===== config.mk =====
export PLATFORM = sky130hd
export DESIGN_NAME = ssd_scan_scheduler
export DESIGN_NICKNAME = d
export VERILOG_FILES = /design/src/rtl/ssd_scan_scheduler_pkg.sv /design/src/rtl/ssd_scan_timer.sv /design/src/rtl/ssd_scan_scheduler.sv
export SDC_FILE = /design/constraint.sdc
export NUM_CORES = 1
export LEC_CHECK = 0
export BUFFER_PORTS_ARGS = -buffer_cell sky130_fd_sc_hd__buf_2
export CORE_MARGIN = 8
export CORE_UTILIZATION = 55
export DETAILED_ROUTE_END_ITERATION = 10
export PLACE_DENSITY_LB_ADDON = 0.05
export REMOVE_ABC_BUFFERS = 1
export SLEW_MARGIN = 30
export SYNTH_ARGS = -nofsm -noshare
export SYNTH_HDL_FRONTEND = slang
export SYNTH_HIERARCHICAL = 1
export SYNTH_SLANG_ARGS = --single-unit

===== constraint.sdc =====
create_clock -name i_clock -period 5.2 [get_ports i_clock]
set_clock_uncertainty 0.15 [all_clocks]
set_input_delay 1.04 -clock i_clock [delete_from_list [all_inputs] [get_ports i_clock]]
set_output_delay 1.04 -clock i_clock [all_outputs]
set_load 0.03 [all_outputs]

===== src/rtl/ssd_scan_scheduler_pkg.sv =====
// Shared constants and helpers for the seven-segment scan scheduler:
// anode patterns, source ids and round-robin source search.
package ssd_scan_scheduler_pkg;

    typedef logic [1:0] idx_t;
    typedef logic [1:0] src_t;

    localparam logic [3:0] AN_OFF = 4'b1111;
    localparam logic [3:0] AN_D0  = 4'b0111;
    localparam logic [3:0] AN_D1  = 4'b1011;
    localparam logic [3:0] AN_D2  = 4'b1101;
    localparam logic [3:0] AN_D3  = 4'b1110;

    localparam src_t SRC_PC  = 2'd0;
    localparam src_t SRC_REG = 2'd1;
    localparam src_t SRC_ALU = 2'd2;
    localparam src_t SRC_AUX = 2'd3;

    // First valid source strictly after cur, wrapping; returns cur when none other is valid.
    function automatic src_t next_valid(input src_t cur, input logic [3:0] valid);
        src_t r;
        src_t c;
        r = cur;
        for (int k = 3; k >= 1; k--) begin
            c = cur + src_t'(k);
            if (valid[c]) r = c;
        end
        return r;
    endfunction

    function automatic logic [3:0] digit_nibble(input logic [15:0] snap, input idx_t idx);
        logic [3:0] n;
        case (idx)
            2'd0:    n = snap[15:12];
            2'd1:    n = snap[11:8];
            2'd2:    n = snap[7:4];
            default: n = snap[3:0];
        endcase
        return n;
    endfunction

    function automatic logic [3:0] anode_pattern(input idx_t idx);
        logic [3:0] a;
        case (idx)
            2'd0:    a = AN_D0;
            2'd1:    a = AN_D1;
            2'd2:    a = AN_D2;
            default: a = AN_D3;
        endcase
        return a;
    endfunction

endpackage


===== src/rtl/ssd_scan_timer.sv =====
// Slot/digit scan timing: slot counter, digit index, blank-phase flag and
// a registered frame_start pulse on the first cycle of digit 0.
module ssd_scan_timer
    import ssd_scan_scheduler_pkg::*;
#(
    parameter int SCAN_DIV     = 200000,
    parameter int BLANK_CYCLES = 1000
) (
    input  logic i_clock,
    input  logic i_reset,
    output idx_t o_idx,
    output logic o_boundary,
    output logic o_blank,
    output logic o_frame_start
);

    localparam int             SW        = $clog2(SCAN_DIV);
    localparam logic [SW-1:0]  SLOT_LAST = SW'(SCAN_DIV - 1);
    localparam logic [SW-1:0]  BLANK_END = SW'(BLANK_CYCLES);

    logic [SW-1:0] r_slot;
    idx_t          r_idx;
    logic          r_frame_start;

    assign o_idx         = r_idx;
    assign o_boundary    = (r_slot == '0) && (r_idx == 2'd0);
    assign o_blank       = (r_slot < BLANK_END);
    assign o_frame_start = r_frame_start;

    always_ff @(posedge i_clock) begin
        if (i_reset) begin
            r_slot        <= '0;
            r_idx         <= 2'd0;
            r_frame_start <= 1'b0;
        end else begin
            r_frame_start <= o_boundary;
            if (r_slot == SLOT_LAST) begin
                r_slot <= '0;
                r_idx  <= (r_idx == 2'd3) ? 2'd0 : r_idx + 2'd1;
            end else begin
                r_slot <= r_slot + 1'b1;
            end
        end
    end

endmodule


===== src/rtl/ssd_scan_scheduler.sv =====
// Four-digit display scan controller: picks one of four 16-bit sources,
// snapshots it once per frame and drives anodes/nibble with blanking dead-time.
module ssd_scan_scheduler
    import ssd_scan_scheduler_pkg::*;
#(
    parameter int SCAN_DIV      = 200000,
    parameter int BLANK_CYCLES  = 1000,
    parameter int ROTATE_FRAMES = 250
) (
    input  logic        i_clock,
    input  logic        i_reset,
    input  logic [15:0] i_pc_value,
    input  logic [15:0] i_reg_value,
    input  logic [15:0] i_alu_value,
    input  logic [15:0] i_aux_value,
    input  logic [3:0]  i_src_valid,
    input  logic        i_sel_step,
    input  logic        i_auto_rotate,
    output logic [3:0]  o_anodes,
    output logic [3:0]  o_digit_q,
    output logic [1:0]  o_cur_src,
    output logic        o_frame_start
);

    localparam int            RW       = (ROTATE_FRAMES > 1) ? $clog2(ROTATE_FRAMES) : 1;
    localparam logic [RW-1:0] ROT_LAST = RW'(ROTATE_FRAMES - 1);

    idx_t          w_idx;
    logic          w_boundary;
    logic          w_blank_phase;
    src_t          w_pend_step;
    src_t          w_res;
    logic          w_any;
    logic          w_rot_hit;
    logic [15:0]   w_src_val;
    logic [15:0]   w_snap_next;

    logic [3:0]    r_anodes;
    logic [3:0]    r_digit;
    src_t          r_cur;
    src_t          r_pend;
    logic [RW-1:0] r_rot;
    logic [15:0]   r_snap;
    logic          r_blank;

    ssd_scan_timer #(
        .SCAN_DIV     (SCAN_DIV),
        .BLANK_CYCLES (BLANK_CYCLES)
    ) u_timer (
        .i_clock       (i_clock),
        .i_reset       (i_reset),
        .o_idx         (w_idx),
        .o_boundary    (w_boundary),
        .o_blank       (w_blank_phase),
        .o_frame_start (o_frame_start)
    );

    // A step landing on the boundary cycle is folded in before resolution.
    assign w_any       = |i_src_valid;
    assign w_pend_step = i_sel_step ? next_valid(r_pend, i_src_valid) : r_pend;
    assign w_res       = i_src_valid[w_pend_step] ? w_pend_step
                                                  : next_valid(w_pend_step, i_src_valid);
    assign w_rot_hit   = w_boundary && i_auto_rotate && !i_sel_step && (r_rot == ROT_LAST);
    assign w_snap_next = (w_boundary && w_any) ? w_src_val : r_snap;

    always_comb begin
        w_src_val = i_pc_value;
        case (w_res)
            SRC_REG: w_src_val = i_reg_value;
            SRC_ALU: w_src_val = i_alu_value;
            SRC_AUX: w_src_val = i_aux_value;
            default: w_src_val = i_pc_value;
        endcase
    end

    always_ff @(posedge i_clock) begin
        if (i_reset) begin
            r_anodes <= AN_OFF;
            r_digit  <= 4'd0;
            r_cur    <= SRC_PC;
            r_pend   <= SRC_PC;
            r_rot    <= '0;
            r_snap   <= '0;
            r_blank  <= 1'b0;
        end else begin
            if (w_blank_phase) r_digit <= digit_nibble(w_snap_next, w_idx);
            r_anodes <= (w_blank_phase || r_blank) ? AN_OFF : anode_pattern(w_idx);

            if (w_boundary) begin
                r_snap <= w_snap_next;
                if (w_any) begin
                    r_cur   <= w_res;
                    r_blank <= 1'b0;
                    // Rotation takes effect at the following boundary.
                    r_pend  <= w_rot_hit ? next_valid(w_res, i_src_valid) : w_res;
                end else begin
                    r_blank <= 1'b1;
                    r_pend  <= w_pend_step;
                end
            end else begin
                r_pend <= w_pend_step;
            end

            if (i_sel_step)
                r_rot <= '0;
            else if (w_boundary && i_auto_rotate)
                r_rot <= (r_rot == ROT_LAST) ? '0 : r_rot + 1'b1;
        end
    end

    assign o_anodes  = r_anodes;
    assign o_digit_q = r_digit;
    assign o_cur_src = r_cur;

endmodule


==> qor.yml, run 1 <==
syn_area_per_cell_um2: 7.48
synth_compound_area_share_pct: 29.0
path_clk_slew_ns: 0.07
ctsHoldBuffers: 0
r2r_cells: 13
r2r_start: "r_pend[1]"
clk_latency_ns: 0.34
final-seq-area_mm2: 0.00116
synthMuxAreaShare_pct: 0
cts_inserted_buffers: 9
dieArea_mm2: 0.00981
synth_adder_area_share_pct: 3.53
finalSetupTns_ns: 0
synth-xor-area-share_pct: 4.85
clock-sinks: 58
rsz0062_at_grt: "false"
synth_area_mm2: 0.00379
crit_path_start_kind: "primary input"
ys_types: 60
total_power_w: 0.00162
setup_viol: 0
grtUsageTotal_pct: 22.0
yosys_warnings: 6
antenna_cells: 0
cts_root_buf: "clkbuf_8"
fillers: 625
hold_violations: 0
hold_class: "reg -> reg"
clockBufferDepth: 2
dr.pass1.iters: 5
layout_commonest_cell: "buf_2"
io_buffer_count: 82
power_leakage_nw: 1.75
hold_depth: 2
dp_hpwl_mm: 7.54
die_w_um: 99.0
grt_pass1_wl_mm: 17.9
power_density_mw_per_mm2: 367
crit_arrival_ns: 4.45
ir_worst_vdd_mv: 0.222
timing.rr.end: "o_digit_q[2]"
ys_ff_latch: 58
crit_chain: "buf_2 -> o21ai_2 -> a211oi_2 -> a211oi_2 -> o31a_1 -> o22ai_2 -> ha_1 -> a221o_1 -> nand2_1 -> o211ai_1 -> o21ai_0 -> a22oi_1 -> nand3_1 -> a211oi_1"
cts_setup_buffers: 0
grt_max_degree: 36
criticalPathCategory: "in -> reg"
syn_to_final_growth_pct: 16.7
endpoint_kind: "flip-flop"
worst_hold_path.endpoint: "r_snap[6]"
initial_core_util_pct: 56.4
critPathRequiredTime_ns: 5.29
gp_congestion: 0.910
antenna_left: 0
layout-drive-gt1-share_pct: 21.1
wl_per_cell_um: 16.2
vias_per_cell: 5.98
ys.flop_type: "dfxtp_1"
antenna_found_initial: 0
cap_violations: 0
hold_start: "r_snap[6]"
multiInputGateArea_mm2: 0.00241
worst_pin_slew_ns: 0.795
drc: 0
crit_fanout: 17
finalWirelength_mm: 10.7
slew_viol_final: 0
yosysSeqAreaShare_pct: 30.6
io_pins: 83
h-tree-depth: 3
grt_pass1_vias: 3772
path_common_cell: "a211oi_2"
fin_crit_ns: 4.36
ctsResizeCount: 0
num-nets-final: 653
synth_edf_count: 0
slowest_stage: "ha_1"
cts_tree: "yes"
die_h_um: 99.0
synth_top_family_by_area: "compound AO/OA/AOI/OAI gates"
vias: 3931
core-area_mm2: 0.00672
final_cell_mix: "82 x buf_2, 78 x nor2_1, 58 x dfxtp_1, 49 x a21oi_1, 37 x nand2_1"
async_reset_ff_share_pct: 0
status: "complete, no violations"
synth_cells: 507
yosys.area_share.simple_pct: 25.8
cpPeakStageDelay_ns: 0.68
grt-ovfl-total: 0
drt_iter0_markers: 301
r2r_slack_ns: 1.31
max_slew_margin_pct: 46.9
num_rows: 30
min_period_over_period_pct: 83.8
max_freq_ghz: 0.230
==> final cells by class <==
class	count	area share, %
Multi-Input combinational cell	394	54.5
Sequential cell	58	26.3
Timing Repair Buffer	88	10.3
Clock buffer	11	3.20
Tap cell	80	2.26
Inverter	21	1.78
Clock inverter	5	1.75
==> cells in the mapped netlist (9+ instances only) <==
library cell,number,area share (%)
dfxtp_1,58,31
xnor2_1,15,3.5
ha_1,9,3.0
nand2b_1,20,3.3
nor2_1,78,7.7
o211ai_1,18,3.6
a21oi_1,49,6.5
nand2_1,37,3.7
a221o_1,16,4.2
o21ai_1,16,2.1
nor3_1,14,1.8
inv_1,19,1.9
nor4_1,11,1.8
nand3_1,19,2.5
o21ai_0,11,1.5
clkbuf_1,22,2.2
nand4_1,11,1.8
==> per-layer routing <==
layer	vias to the layer above	share of wire [%]	routed length, µm	global-route usage (%)
li1	1973	-	-	-
met1	1813	42	4460	24.4
met2	130	50	5380	39.7
met3	15	6.2	665	5.43
met4	0	1.5	161	7.79
met5	-	0	0	0
==> power by group <==
part / leakage, nW / internal, W / total [W] / switching, W
clock: 0.109 / 0.000281 / 0.000464 / 0.000183
combinational: 1.17 / 0.000250 / 0.000637 / 0.000387
sequential: 0.474 / 0.000490 / 0.000521 / 0.0000307
==> stage by stage <==
stage / area [µm²] / hold WS (ns) / worst slack (ns) / instances / utilization (%)
after floorplan: 3640 / 0.292 / 0.799 / 473 / -
after global placement: 4200 / 0.313 / 0.645 / 640 / 62.5
after detailed placement: 4200 / 0.319 / 0.566 / 641 / 62.6
after CTS: 4420 / 0.332 / 0.905 / 657 / 65.8
after global routing: 4420 / 0.365 / 0.574 / 657 / 65.8
final: 4420 / 0.330 / 0.845 / 657 / 65.8
==> cells by family after synthesis <==
| family | after synthesis |
|---|---|
| simple gates | 206 |
| compound gates | 156 |
| flops | 58 |
| buf+inv | 55 |
| xor+xnor | 21 |
| fa+ha+maj | 11 |
==> sequential cells by signal (all words and copies together) (netlist names) <==
signal	cells
u_timer/r_slot	18
r_snap	16
r_rot	8
o_anodes	4
o_digit_q	4
o_cur_src	2
r_pend	2
u_timer/o_idx	2
r_blank	1
u_timer/o_frame_start	1
==> worst max-delay path, delay by kind of cell <==
family | cells | cell delay [ns]
buf+inv | 1 | 0.31
fa+ha+maj | 1 | 0.68
simple gates | 2 | 0.17
compound gates | 10 | 2.24
==> worst max path at each step <==
stage                     slack [ns]      endpoint           start
final                           0.84  o_digit_q[2]  i_src_valid[3]
after global routing            0.57  o_digit_q[2]  i_src_valid[3]
after CTS                       0.91  o_digit_q[2]  i_src_valid[3]
after detailed placement        0.57  o_digit_q[2]  i_src_valid[3]
after global placement          0.65  o_digit_q[3]  i_src_valid[3]
after floorplan                 0.80  o_digit_q[0]  i_src_valid[0]
Note: power is estimated with default switching activity, not from simulation.
==> run 2: changes to the inputs <==
ABC_AREA = 1   (was default)
CORE_UTILIZATION = 50   (was 55)
clock period = 3.79 ns   (was 5.2 ns; I/O delays follow)
==> run 2 against run 1 <==
Net effect:
- critical endpoint is now o_digit_q[3]
- synthesized area stayed put
- combinational power rose to 5.8 times the previous value
- cell count is 24% higher
- via count grew 5.0%
- critical path type unchanged
- highest routed layer unchanged
- sequential share of layout area fell by 1.2 points
- count of clock-buffer cells in the layout shrank 1
- setup slack got worse by 0.49 ns
- largest cell class unchanged
- total power grew to 3.1 times the previous value
- clock power rose by 20%
==> qor.yml, run 2 <==
status: "complete, no violations"  # unchanged
regMostFlops: "u_timer/r_slot"  # unchanged
crit_path_start_kind: "primary input"  # unchanged
num-nets-final: 793  # was 653
hold_start: "o_digit_q[2]"  # was r_snap[6]
antenna_cells: 0  # unchanged
die_h_um: 103  # was 99.0 µm
max_freq_ghz: 0.291
hold_violations: 0  # unchanged
critPathBufInv: 5  # was 1
yosysTopAreaCellShare_pct: 30.6  # unchanged
ys.flop_type: "dfxtp_1"  # unchanged
synth_edf_count: 0  # unchanged
yosys_warnings: 6  # unchanged
holdWs_ns: 0.310  # was 0.330 ns
yosysTopAreaCell: "dfxtp_1"  # unchanged
slowest_stage: "a221oi_1"  # was ha_1
ys_types: 39  # was 60
io_pins: 83  # unchanged
h-tree-depth: 3  # unchanged
finalWirelength_mm: 9.90  # was 10.7 mm
final_cell_mix: "226 x nand2_1, 91 x nor2_1, 82 x buf_2, 57 x dfxtp_1, 50 x inv_1"  # was 82 x buf_2, 78 x nor2_1, 58 x dfxtp_1, 49 x a21oi_1, 37 x nand2_1
reg.largest.list: "u_timer/r_slot (18), r_snap (16), r_rot (8)"  # unchanged
ys_ff_latch: 58  # unchanged
largest_reg_flops: 18  # unchanged
vias_per_cell: 5.06  # was 5.98
syn_area_per_cell_um2: 6.17  # was 7.48 µm²
yosysSeqAreaShare_pct: 30.6  # unchanged
synth_cells: 614  # was 507
synth_most_common_cell: "nand2_1"  # was nor2_1
worst_pin_slew_ns: 0.652  # was 0.795 ns
crit_arrival_ns: 3.52  # was 4.45 ns
min_period_over_period_pct: 90.6
async_reset_ff_share_pct: 0  # unchanged
setup_viol: 0  # unchanged
path_clk_slew_ns: 0.06  # was 0.07 ns
hold_class: "reg -> reg"  # unchanged
clockBufferDepth: 2  # unchanged
cap_violations: 0  # unchanged
cpPeakStageDelay_ns: 0.31  # was 0.68 ns
layout-drive-gt1-share_pct: 20.9  # was 21.1%
wl_per_cell_um: 12.1  # was 16.2 µm
post-place-cells: 799  # was 641
r2r_start: "r_pend[0]"  # was r_pend[1]
synth_area_leaders: "dfxtp_1 31%, nand2_1 22%, nor2_1 9.0%"  # was dfxtp_1 31%, nor2_1 7.7%, a21oi_1 6.5%
power_density_mw_per_mm2: 1100  # was 367 mW/mm²
layout_commonest_cell: "nand2_1"  # was buf_2
cts_inserted_buffers: 9  # unchanged
num_rows: 31  # was 30
drt_iter0_markers: 191  # was 301
core-area_mm2: 0.00729  # was 0.00672 mm²
grt-ovfl-total: 0  # unchanged
fin_crit_ns: 3.43
dr.pass1.iters: 5  # unchanged
power_leakage_nw: 2.22  # was 1.75 nW
critical_path.startpoint: "i_src_valid[1]"  # was i_src_valid[3]
final_cells: 816  # was 657
grt_pass1_wl_mm: 16.8  # was 17.9 mm
drc: 0  # unchanged
rsz0062_at_grt: "false"  # unchanged
synth_area_mm2: 0.00379  # unchanged
clock-sinks: 58  # unchanged
cts_root_buf: "clkbuf_8"  # unchanged
grt_max_degree: 25  # was 36
grt_pass1_vias: 3843  # was 3772
vias: 4127  # was 3931
syn_to_final_growth_pct: 22.4  # was 16.7%
gp_congestion: 0.866  # was 0.910
ys_top_cells_by_count: "226 x nand2_1, 91 x nor2_1, 58 x dfxtp_1, 51 x inv_1, 47 x nand3_1"  # was 78 x nor2_1, 58 x dfxtp_1, 49 x a21oi_1, 37 x nand2_1, 22 x clkbuf_1
slew_viol_final: 0  # unchanged
endpoint_kind: "flip-flop"  # unchanged
initial_core_util_pct: 52.0  # was 56.4%
ir_worst_vdd_mv: 0.680  # was 0.222 mV
max_slew_margin_pct: 56.2  # was 46.9%
antenna_left: 0  # unchanged
die_w_um: 103  # was 99.0 µm
dieArea_mm2: 0.0106  # was 0.00981 mm²
grtUsageTotal_pct: 19.6  # was 22.0%
critPathRequiredTime_ns: 3.87  # was 5.29 ns
crit_family: "simple AND/OR/NAND/NOR gates"  # was compound AO/OA/AOI/OAI gates
crit_fanout: 16  # was 17
cts_tree: "yes"  # unchanged
io_buffer_count: 82  # unchanged
dp_hpwl_mm: 7.83  # was 7.54 mm
path_common_cell: "nand2_1"  # was a211oi_2
ctsHoldBuffers: 0  # unchanged
criticalPathCategory: "in -> reg"  # unchanged
clk_latency_ns: 0.34  # about the same
antenna_found_initial: 0  # unchanged
run 2: cell count changes after synthesis, moves of 11 or more:
cell | before | now
nand2_1 | 37 | 226
inv_1 | 19 | 51
nand3_1 | 19 | 47
a21oi_1 | 49 | 27
nand2b_1 | 20 | 0
a221o_1 | 16 | 0
a221oi_1 | 0 | 16
o211ai_1 | 18 | 3
nor2_1 | 78 | 91
nor3_1 | 14 | 3
xnor2_1 | 15 | 4
run 2: timing repair:
action / in CTS / in global routing
setup endpoints to repair: 0 / 14
setup buffers: 0 / 1
resized for setup: 0 / 4
run 2: tightest hold or removal path, delay by kind of cell (launching register included):
family	cells	cell delay, ns
simple gates	1	0.06
compound gates	1	0.05
flops	1	0.31
run 2: cells by family (layout without fill, tap and decap cells):
family                     Yosys count  in the layout  synth area share, %
and+or+nand+nor                    398            398                 45.0
xor gates and xnor gates             8              8                 1.85
DFF                                 58             58                 30.6
buffers and inverters               72            175                 7.79
AOI/OAI and AO/OA                   69             69                 11.7
adders and majority gates            9              9                 2.97
run 2: area by class of cell:
cell class | instances | area [µm²]
clock buffers | 10 | 128
clock inverters | 6 | 66.3
fillers | 747 | 2650
inverters | 57 | 220
multi-input cells | 484 | 2340
flip-flops and latches | 58 | 1160
well taps | 99 | 124
repair buffers | 102 | 598
run 2: worst paths after layout:
check | to | slack (ns) | cells past startpoint
setup reg to reg | o_digit_q[3] | 0.41 | 25
hold reg to reg | o_digit_q[2] | 0.31 | 2
hold / removal | o_digit_q[2] | 0.31 | 2
setup / recovery | o_digit_q[3] | 0.36 | 29
run 2: where the power goes:
part	internal, W	switching, W	total (W)
logic	0.00152	0.00220	0.00372
clock network	0.000304	0.000251	0.000555
registers	0.000752	0.0000648	0.000817
run 2: per-stage QoR:
step / instance area (µm²) / utilization [%] / setup WS (ns) / TNS, ns / total power [W]
after floorplan: 3710 / - / 0.199 / 0 / 0.00333
after global placement: 4410 / 60.5 / 0.0429 / 0 / 0.00436
after detailed placement: 4410 / 60.5 / -0.148 / -0.428 / 0.00443
after CTS: 4610 / 63.2 / 0.145 / 0 / 0.00500
after global routing: 4640 / 63.6 / 0.0252 / 0 / 0.00562
final: 4640 / 63.6 / 0.355 / 0 / 0.00510
run 2: layer usage:
layer  GRT usage [%]  up-vias  wire (µm)
met5               0        -          0
met2            32.7      101       4480
met1            24.2     1849       4560
met4            6.90        0        107
met3            4.32       10        757
li1                -     2167          -
==> run 3: changes to the inputs <==
==> constraint.sdc (replaced) <==
create_clock -name i_clock -period 3.79 [get_ports i_clock]
set_clock_uncertainty 0.15 [all_clocks]
set_input_delay 0 -clock i_clock [delete_from_list [all_inputs] [get_ports i_clock]]
set_output_delay 0 -clock i_clock [all_outputs]
set_load 0.03 [all_outputs]
==> run 3 against run 2 <==
Net effect:
- first-iteration DRC count up 13%
- setup slack worse by 0.050 ns
- critical path depth up 1
- register-to-register slack worse by 0.10 ns
- non-clock buffer count up 45
- count of clock-buffer cells in the layout up 1
- final area up 11%
- global-route usage up 3.0 points
- wire length up 20%
- utilization up 7.0 points
- critical path type is now reg -> reg
- largest cell class unchanged
==> qor.yml, run 3 (same netlist as run 2, synthesis figures left out) <==
status: "complete, no violations"  # unchanged
fillers: 614  # was 747
syn_to_final_growth_pct: 35.9  # was 22.4%
layout_commonest_cell: "nand2_1"  # unchanged
dp_hpwl_mm: 7.61  # was 7.83 mm
final_cell_mix: "226 x nand2_1, 91 x nor2_1, 82 x buf_2, 61 x dlygate4sd3_1, 56 x dfxtp_1"  # was 226 x nand2_1, 91 x nor2_1, 82 x buf_2, 57 x dfxtp_1, 50 x inv_1
gp_congestion: 0.917  # was 0.866
h-tree-depth: 3  # unchanged
regMostFlops: "u_timer/r_slot"  # unchanged
io_pins: 83  # unchanged
largest_reg_flops: 18  # unchanged
crit_arrival_ns: 3.57  # was 3.52 ns
dieArea_mm2: 0.0106  # unchanged
cts_tree: "yes"  # unchanged
clk_latency_ns: 0.34  # about the same
slowest_stage: "dfxtp_4"  # was a221oi_1
wl_per_cell_um: 13.8  # was 12.1 µm
grtUsageTotal_pct: 22.6  # was 19.6%
grt_pass1_wl_mm: 19.0  # was 16.8 mm
clockBufferDepth: 2  # unchanged
crit_fanout: 10  # was 16
initial_core_util_pct: 52.0  # unchanged
crit_family: "simple AND/OR/NAND/NOR gates"  # unchanged
crit_path_start_kind: "flip-flop"  # was primary input
max_slew_margin_pct: 38.8  # was 56.2%
total_power_w: 0.00506  # was 0.00510 W
grt_max_degree: 31  # was 25
num-nets-final: 838  # was 793
fin_crit_ns: 3.48  # was 3.43 ns
cap_violations: 0  # unchanged
design_area_mm2: 0.00515  # was 0.00464 mm²
die_w_um: 103  # unchanged
dr.pass1.iters: 5  # unchanged
hold_violations: 0  # unchanged
power_leakage_nw: 2.41  # was 2.22 nW
rsz0062_at_grt: "false"  # unchanged
setup_viol: 0  # unchanged
path_clk_slew_ns: 0.07  # was 0.06 ns
place_area_mm2: 0.00426  # was 0.00441 mm²
critPathBufInv: 4  # was 5
layout-drive-gt1-share_pct: 18.1  # was 20.9%
die_h_um: 103  # unchanged
num_rows: 31  # unchanged
hold_class: "in -> reg"  # was reg -> reg
r2r_slack_ns: 0.31  # was 0.41 ns
worst_pin_slew_ns: 0.917  # was 0.652 ns
drt_iter0_markers: 216  # was 191
antenna_found_initial: 0  # unchanged
endpoint_kind: "flip-flop"  # unchanged
min_period_over_period_pct: 92.0  # was 90.6%
vias: 4447  # was 4127
cts_root_buf: "clkbuf_8"  # unchanged
critPathRequiredTime_ns: 3.87  # about the same
finalSetupTns_ns: 0  # unchanged
cts_inserted_buffers: 9  # unchanged
criticalPathCategory: "reg -> reg"  # was in -> reg
clock-sinks: 58  # unchanged
drc: 0  # unchanged
finalWirelength_mm: 11.9  # was 9.90 mm
cpPeakStageDelay_ns: 0.39  # was 0.31 ns
core-area_mm2: 0.00729  # unchanged
path_common_cell: "nand2_1"  # unchanged
grt_pass1_vias: 4167  # was 3843
antenna_left: 0  # unchanged
ir_worst_vdd_mv: 0.627  # was 0.680 mV
antenna_cells: 0  # unchanged
reg.largest.list: "u_timer/r_slot (18), r_snap (16), r_rot (8)"  # unchanged
slew_viol_final: 0  # unchanged
io_buffer_count: 82  # unchanged
power_density_mw_per_mm2: 982  # was 1100 mW/mm²
max_freq_ghz: 0.287  # was 0.291 GHz
grt-ovfl-total: 0  # unchanged
vias_per_cell: 5.16  # was 5.06
-- run 3: area by class of cell --
type                       instances  area (µm²)  area share (%)
clock buffer                      11         131            2.55
clock inverter                     5        78.8            1.53
inverter                          57         220            4.27
multi-input combinational        484        2370            46.0
sequential                        58        1170            22.6
tap                               99         124            2.40
timing repair buffer             147        1060            20.6
-- run 3: worst paths after layout --
check	to	cells after the start	start
setup / recovery	o_digit_q[0]	30	r_pend[0]
setup reg to reg	o_digit_q[0]	30	r_pend[0]
hold reg to reg	o_digit_q[2]	2	o_digit_q[2]
hold / removal	r_snap[0]	5	i_alu_value[0]
-- run 3: routing by layer --
layer | vias to the layer above | track usage [%] | part of all wire [%]
li1 | 2259 | - | -
met1 | 1966 | 27.3 | 42
met2 | 184 | 36.8 | 46
met3 | 38 | 5.47 | 8.7
met4 | 0 | 10.9 | 3.4
met5 | - | 0 | 0
-- run 3: metrics by stage --
step	instances	utilization, %	hold WS (ns)	setup slack (ns)
after global routing	861	70.7	0.0213	0.0239
after CTS	859	69.7	0.000604	0.0624
after floorplan	599	-	-0.0809	0.420
after global placement	782	58.4	0.199	0.110
after detailed placement	782	58.4	0.205	0.0774
final	861	70.7	0.0193	0.305
-- run 3: repair_timing --
action	in CTS	in global routing
setup endpoints to repair	0	21
hold buffers	61	0
setup buffers	0	2
resized for setup	0	12
hold endpoints to repair	24	0
-- run 3: report_power, final --
part | internal [W] | leakage, nW | switching (W)
Clock | 0.000369 | 0.107 | 0.000249
Sequential | 0.000756 | 0.474 | 0.0000682
Combinational | 0.00133 | 1.83 | 0.00228
Total | 0.00246 | 2.41 | 0.00260
-- run 3: worst reg2reg max path, delay by kind of cell, from the launching register on --
family                   cells  cell delay (ns)
buffers and inverters        4             0.48
adder cells (fa/ha/maj)      1             0.24
AO/OA/AOI/OAI                1             0.07
AND/OR/NAND/NOR             24             2.03
flip-flops                   1             0.39
